==> src/rtl/dcache_responder.sv <==
// Direct-mapped, write-through, no-write-allocate data cache between the MEM stage and data memory.
// Read misses fill a whole 4-word line; every store goes to memory as a single-word write.
module dcache_responder #(
    parameter int unsigned LINES = 4
) (
    input  logic        clk,
    input  logic        reset,
    input  logic        d_readM,
    input  logic        d_writeM,
    input  logic [15:0] d_address,
    input  logic [15:0] d_wdata,
    output logic [15:0] d_rdata,
    output logic        d_ready,
    output logic        m_readM,
    output logic        m_writeM,
    output logic [15:0] m_address,
    output logic [15:0] m_wdata,
    input  logic [63:0] m_rdata,
    input  logic        m_ready,
    output logic [15:0] num_read_hit,
    output logic [15:0] num_read_miss
);

    localparam int unsigned IDXW = $clog2(LINES);
    localparam int unsigned TAGW = 14 - IDXW;

    typedef enum logic [1:0] {StIdle, StFill, StWrite, StWdone} state_t;

    state_t            state_q, state_d;
    logic [LINES-1:0]  valid_q;
    logic [TAGW-1:0]   tag_q  [LINES];
    logic [63:0]       data_q [LINES];
    logic              just_filled_q;
    logic [15:0]       hit_cnt_q, miss_cnt_q;

    logic [IDXW-1:0]   idx;
    logic [TAGW-1:0]   tag;
    logic [5:0]        word_lsb;
    logic              hit;
    logic              count_hit, count_miss, fill_en, word_we;

    assign idx      = d_address[IDXW+1:2];
    assign tag      = d_address[15:IDXW+2];
    assign word_lsb = {d_address[1:0], 4'b0000};
    assign hit      = valid_q[idx] && (tag_q[idx] == tag);

    assign num_read_hit  = hit_cnt_q;
    assign num_read_miss = miss_cnt_q;

    always_comb begin
        state_d    = state_q;
        d_ready    = 1'b0;
        d_rdata    = 16'h0000;
        m_readM    = 1'b0;
        m_writeM   = 1'b0;
        m_address  = 16'h0000;
        m_wdata    = 16'h0000;
        count_hit  = 1'b0;
        count_miss = 1'b0;
        fill_en    = 1'b0;
        word_we    = 1'b0;
        unique case (state_q)
            StIdle: begin
                // A store wins over a load when both request lines are high.
                if (d_writeM) begin
                    state_d = StWrite;
                end else if (d_readM) begin
                    if (hit) begin
                        d_ready   = 1'b1;
                        d_rdata   = data_q[idx][word_lsb +: 16];
                        count_hit = !just_filled_q;
                    end else begin
                        state_d    = StFill;
                        count_miss = 1'b1;
                    end
                end
            end
            StFill: begin
                m_readM   = 1'b1;
                m_address = {d_address[15:2], 2'b00};
                if (m_ready) begin
                    fill_en = 1'b1;
                    state_d = StIdle;
                end
            end
            StWrite: begin
                m_writeM  = 1'b1;
                m_address = d_address;
                m_wdata   = d_wdata;
                if (m_ready) begin
                    word_we = hit;
                    state_d = StWdone;
                end
            end
            StWdone: begin
                d_ready = 1'b1;
                state_d = StIdle;
            end
            default: state_d = StIdle;
        endcase
    end

    always_ff @(posedge clk) begin
        if (reset) begin
            state_q       <= StIdle;
            valid_q       <= '0;
            just_filled_q <= 1'b0;
            hit_cnt_q     <= 16'h0000;
            miss_cnt_q    <= 16'h0000;
        end else begin
            state_q <= state_d;
            if (fill_en) begin
                valid_q[idx] <= 1'b1;
            end
            if (state_q == StIdle) begin
                just_filled_q <= 1'b0;
            end else if (fill_en) begin
                just_filled_q <= 1'b1;
            end
            if (count_hit && hit_cnt_q != 16'hFFFF) begin
                hit_cnt_q <= hit_cnt_q + 16'd1;
            end
            if (count_miss && miss_cnt_q != 16'hFFFF) begin
                miss_cnt_q <= miss_cnt_q + 16'd1;
            end
        end
    end

    // Tags and data need no reset; the valid bits qualify them.
    always_ff @(posedge clk) begin
        if (!reset) begin
            if (fill_en) begin
                tag_q[idx]  <= tag;
                data_q[idx] <= m_rdata;
            end else if (word_we) begin
                data_q[idx][word_lsb +: 16] <= d_wdata;
            end
        end
    end

endmodule

==> config.mk <==
export PLATFORM = sky130hd
export DESIGN_NAME = dcache_responder
export DESIGN_NICKNAME = d
export VERILOG_FILES = /design/src/rtl/dcache_responder.sv
export SDC_FILE = /design/constraint.sdc
export NUM_CORES = 1
export LEC_CHECK = 0
export ABC_AREA = 1
export CAP_MARGIN = 20
export CORE_MARGIN = 3
export CORE_UTILIZATION = 60
export CTS_CLUSTER_DIAMETER = 40
export DETAILED_ROUTE_END_ITERATION = 16
export MAX_ROUTING_LAYER = met4
export PLACE_DENSITY = 0.9
export SYNTH_ARGS = -nofsm -noshare
export SYNTH_HDL_FRONTEND = slang
export SYNTH_SLANG_ARGS = --single-unit
==> constraint.sdc <==
create_clock -name clk -period 8.6 [get_ports clk]
set_clock_uncertainty 0.05 [all_clocks]
set_input_delay 1.29 -clock clk [delete_from_list [all_inputs] [get_ports clk]]
set_output_delay 1.29 -clock clk [all_outputs]
set_load 0.005 [all_outputs]
=== Yosys cells after proc, flatten, opt, wreduce, memory -nomap -nowiden ===
Memories as Yosys holds them, arrays and structs flattened.
Cells that the tools add are included.

* Bits in registers: 39
* RAM bits: 304
* Input bits: 101
* Output and inout port bits: 83
* Word-level logic and storage cells: 203
* Memories: 2

{| class="wikitable"
|+ Memories
! memory !! words !! bits a word !! read ports !! clocked after memory_dff !! write ports !! line !! text
|-
| data_q || 4 || 64 || 1 || 0 || 1 || 32 || <nowiki>logic [63:0] data_q [LINES];</nowiki>
|-
| tag_q || 4 || 12 || 1 || 0 || 1 || 31 || <nowiki>logic [TAGW-1:0] tag_q [LINES];</nowiki>
|}

* $add $sub $neg: 3
* Order comparisons: 2
* Equal/unequal tests: 10
* Shift operators: 3
* Muxes and demuxes: 105
* Bitwise operators: 65
* Reductions and logical operators: 8

{| class="wikitable"
|+ Operators by type and width
! operator !! number
|-
| 1-bit 2-to-1 mux || 89
|-
| 16-bit 2-to-1 mux || 5
|-
| 64-bit 2-to-1 mux || 1
|-
| 1-bit bitwise OR || 64
|-
| 16-bit by 8-bit variable shift with 64-bit output (first input constant) || 1
|-
| 16-bit by 8-bit variable part select with 64-bit output || 1
|-
| 64-bit by 7-bit variable part select with 16-bit output || 1
|-
| 16-bit by 1-bit adder with 16-bit output (second input constant) || 2
|-
| 16-bit inequality test (second input constant) || 2
|-
| 16-bit case mux with 2 select lines || 1
|-
| 12-bit == test || 1
|-
| 2-bit 2-to-1 mux || 5
|-
| 6-bit negation with 8-bit output || 1
|-
| 2-bit case mux with 4 select lines || 1
|-
| 3-bit inequality test (second input constant) || 2
|-
| 2-bit == test (second input constant) || 2
|-
| 1-bit logical AND || 4
|-
| 2-bit inequality test (second input constant) || 2
|-
| 4-bit bitwise OR || 1
|-
| 4-bit AND reduction || 1
|-
| 2-bit by 3-bit less-than comparator with 1-bit output (second input constant) || 1
|-
| 1-bit binary-select mux with 2-bit select || 1
|-
| 1-bit demux with 2-bit select || 1
|-
| 2-bit by 1-bit == test with 1-bit output (second input constant) || 1
|-
| other kinds (5) || 5
|}

=== Longest topological paths before layout ===
* Word-level depth: 10
* Mapped depth: 18
* Mapped depth without buffers: 16

=== Worst setup path before layout ===
Ideal clock, no wire load.

* Kind: input to output
* Start: input port d_address[2]
* End: output port d_rdata[10]
* Data arrival time: 2801 ps
* Path slack: 4459 ps
* Stages on the path: 16
* Buffers on the path: 3
* Cell sequence: buf_6 > inv_4 > buf_6 > nand2_1 > nand2_1 > nand2_1 > nand2_1 > nand2_1 > nand2_1 > nand3_1 > nor2_2 > nand2_4 > nor2_4 > inv_2 > buf_2 > a21oi_1

* Longest elaborated chain between the ends: 7

{| class="wikitable"
|+ RTL lines
! item !! line !! text
|-
| start: declaration || 10 || <nowiki>input logic [15:0] d_address,</nowiki>
|-
| parallel branches: the longest is 3 deep, another holds memory read 4 x 64 bit || -- ||
|-
| 16-bit 2-to-1 mux (*) || 68 || <nowiki>if (hit) begin</nowiki>
|-
| 16-bit 2-to-1 mux (*) || 67 || <nowiki>end else if (d_readM) begin</nowiki>
|-
| 16-bit 2-to-1 mux (*) || 65 || <nowiki>if (d_writeM) begin</nowiki>
|-
| 16-bit 2-to-1 mux (*) || 62 || <nowiki>unique case (state_q)</nowiki>
|-
| end: declaration || 12 || <nowiki>output logic [15:0] d_rdata,</nowiki>
|}

Every way passes the cells marked *. The select of a mux whose other input is x is not followed.

=== Worst setup path after layout ===
* Start: input port d_address[3]
* End: output port d_rdata[11]

Same word-level chain as after synthesis.

==> metrics.md <==
| Metric | Value |
|---|---|
| Fin crit period | 6.39 ns |
| Vias in the first global route | 12087 |
| Crit path arrival time | 5.05 ns |
| Pwr per Cell Area | 214 mW/mm² |
| Max Freq | 157 MHz |
| Initial antenna violation count | 1 |
| Routed len/inst | 22.6 µm |
| Synthesis-to-finish area growth | 21.3% |
| Total Routing Usage GR | 31.9% |
| Dpl hpwl | 28800 µm |
| P_leak | 6.72 nW |
| Htree depth | 2 |
| Die Ht | 166 µm |
| Critical path launch point type | input port |
| Post-Syn Area | 0.0154 mm² |
| 1st-pass router iterations | 6 |
| Port Buffers | 183 |
| Crit. End Element | output pin |
| R2r startpoint | state_q[0] |
| Crit path to | d_rdata[11] |
| Fillers | 1542 |
| Fraction of layout cells with a size suffix above 1 | 11.2% |
| Sw Pwr | 1.01 mW |
| Die Area | 0.0277 mm² |
| Syn. warnings | 0 |
| Final instance area | 0.0187 mm² |
| Cell Area, Placed | 0.0174 mm² |
| CP startpoint | d_address[3] |
| # IOs | 184 |
| Resize count post-CTS | 0 |
| Nets | 1704 |
| Worst min-delay path class | reg2reg |
| Clock Power Share | 40.5% |
| Reg2Reg Depth | 9 |
| Peak fanout along the critical path | 29 |
| Detailed-route via count | 12451 |
| Largest net degree at the start of global routing | 71 |
| WS Path Type | in2out |
| Initial Util | 61.2% |
| Setup Viol. Count Final | 0 |
| Net Count, Synth | 1537 |
| Slew margin rel. | 27.7% |
| CTS root buffer | clkbuf_16 |
| Post-CTS setup buffers | 0 |
| Actual slew at the worst max-slew pin | 1.08 ns |
| Cells after Synth | 1425 |
| Slowest cell delay on critical path | 0.68 ns |
| Register area | 0.00991 mm² |
| Clock-pin slew on the worst setup and hold paths | 0.06 ns |
| CTS tree | done |
| Grt total ovfl | 0 |
| Post-route ant nets | 0 |
| Reg2Reg Setup Slack | 5.13 ns |
| Via density | 6.38 |
| CTS Sinks | 343 |
| Reg2reg end | data_q[2][20] |
| Net Sw Frac | 25.3% |
| CTS buffer count | 40 |
| Max-Cap Viols | 0 |
| Max IR drop VDD | 0.000178 V |
| Critical path's slowest cell | clkdlybuf4s50_1 |
| Sequential share of the synthesized area | 64.3% |
| Syn avg cell area | 10.8 µm² |
| #FFs+latches synth | 343 |
| DRT iter0 DRCs | 1756 |
| Die span in x | 166 µm |
| Distinct cells, synth | 36 |
| CP cell instances | clkdlybuf4s50_1 -> inv_2 -> nor2_1 -> inv_2 -> buf_4 -> o22ai_1 -> nor3_1 -> o21ai_0 -> a21oi_1 -> clkdlybuf4s50_1 |
| WL final | 44100 µm |
| Logic gate share of total power | 13.0% |
| Unrepaired setup endpoints after global routing | no |
| Clock buffer depth | 3 |
| Final Hold Viols | 0 |
| Placer Congestion | 0.976 |
| Register share of total power | 46.5% |
| Hold_buf cts | 0 |
| Row Count | 58 |
| Residual DRC | 0 |
| Area taken by multi-input logic gates | 0.00476 mm² |
| Run status | complete, no violations |
| Slew Viols, Final | 0 |
| Period utilization | 74.3% |
| Core area | 0.0252 mm² |
| Clock Latency Late Sink | 0.52 ns |
| Final TNS setup | 0 ns |
| Internal power | 2.99 mW |
| First-pass GRT wire length | 67100 µm |
| CP required | 7.26 ns |
cell families after synthesis:
logic type,synth area share (%)
compound gates,12.1
simple gates,17.1
fa+ha+maj,0.893
flops,64.3
xor+xnor,0.625
buf+inv,5.03
through the flow:
stage | hold slack, ns | setup WS, ns | util (%) | total power, mW | std cells
floorplan | 0.379 | 4.46 | - | 2.16 | 1425
global placement | 0.395 | 2.52 | 69.0 | 2.38 | 1874
detailed placement | 0.431 | 2.40 | 69.1 | 2.40 | 1877
CTS | 0.442 | 2.34 | 74.2 | 4.00 | 1948
global route | 0.470 | 2.04 | 74.3 | 4.11 | 1952
finish | 0.439 | 2.21 | 74.3 | 4.00 | 1952
cell usage in the layout (no fill, tap or decap), drive strengths merged:
| cell | netlist | final |
|---|---|---|
| nor3 | 74 | 74 |
| inv | 82 | 86 |
| o22ai | 131 | 131 |
| ha | 11 | 11 |
| a21oi | 44 | 44 |
| clkinvlp | 0 | 4 |
| nand4 | 13 | 13 |
| edfxtp | 304 | 304 |
| buf | 28 | 26 |
| xnor2 | 2 | 2 |
| nor4 | 4 | 4 |
| nand2 | 306 | 306 |
| bufinv | 0 | 2 |
| nor2 | 98 | 98 |
| nand3 | 108 | 108 |
| clkbuf | 56 | 45 |
| dfxtp | 39 | 39 |
| o31ai | 3 | 3 |
| diode | 0 | 1 |
| o21ai | 103 | 103 |
| nand3b | 2 | 2 |
| xor2 | 9 | 9 |
| a41oi | 1 | 1 |
| nor3b | 1 | 1 |
| clkdlybuf4s50 | 0 | 183 |
| clkinv | 1 | 17 |
| o32ai | 3 | 3 |
| a31oi | 1 | 1 |
| o21a | 1 | 1 |
synth_stat cells (all sizes together):
master	number	area, µm²
a41oi	1	8.76
nand3	108	541
buf	28	251
ha	11	138
nor3b	1	7.51
nand2	306	1190
a21oi	44	220
o31ai	3	22.5
nor3	74	370
inv	82	310
xor2	9	78.8
o21a	1	7.51
o32ai	3	26.3
edfxtp	304	9130
a31oi	1	6.26
clkbuf	56	210
nand4	13	81.3
nor2	98	402
dfxtp	39	781
o22ai	131	820
nor4	4	25.0
nand3b	2	15.0
clkinv	1	3.75
xnor2	2	17.5
o21ai	103	756
worst min path at each step:
| stage | cells past startpoint | from | endpoint | slack (ns) |
|---|---|---|---|---|
| floorplan | 2 | valid_q[2] | valid_q[2] | 0.38 |
| global placement | 2 | valid_q[2] | valid_q[2] | 0.39 |
| detailed placement | 2 | valid_q[3] | valid_q[3] | 0.43 |
| CTS | 2 | valid_q[1] | valid_q[1] | 0.44 |
| global route | 2 | valid_q[0] | valid_q[0] | 0.47 |
| finish | 2 | valid_q[3] | valid_q[3] | 0.44 |
critical path, delay by kind of cell:
family | cells | cell delay (ns)
buffers and inverters | 5 | 2.52
AO/OA/AOI/OAI | 3 | 0.68
AND/OR/NAND/NOR | 2 | 0.52
flip-flops by register name, summed over array words and instances (netlist names):
| register | count |
|---|---|
| data_q | 256 |
| just_filled_q | 1 |
| num_read_hit | 16 |
| num_read_miss | 16 |
| state_q | 2 |
| tag_q | 48 |
| valid_q | 4 |
layer usage:
metal	vias up	share of wire, %	GRT usage (%)
li1	5468	-	-
met5	-	0	-
met1	5774	34	39.1
met3	191	14	8.90
met2	1018	47	50.5
met4	0	5.1	13.7
layout make-up:
class / instances / area share (%)
Sequential cell: 343 / 53.0
Timing Repair Buffer: 209 / 10.9
Clock inverter: 26 / 1.21
Tap cell: 330 / 2.21
Multi-Input combinational cell: 915 / 25.5
Clock buffer: 45 / 5.57
Inverter: 83 / 1.68
Antenna cell: 1 / 0.0134
power by group through the flow:
| stage | Combinational (mW) | Sequential, mW | Clock [mW] |
|---|---|---|---|
| after floorplan | 0.272 | 1.89 | 0 |
| after detailed placement | 0.504 | 1.90 | 0 |
| after global placement | 0.488 | 1.89 | 0 |
| after CTS | 0.510 | 1.86 | 1.63 |
| after global routing | 0.557 | 1.86 | 1.69 |
| final | 0.521 | 1.86 | 1.62 |
(Power assumes the default switching activity.)
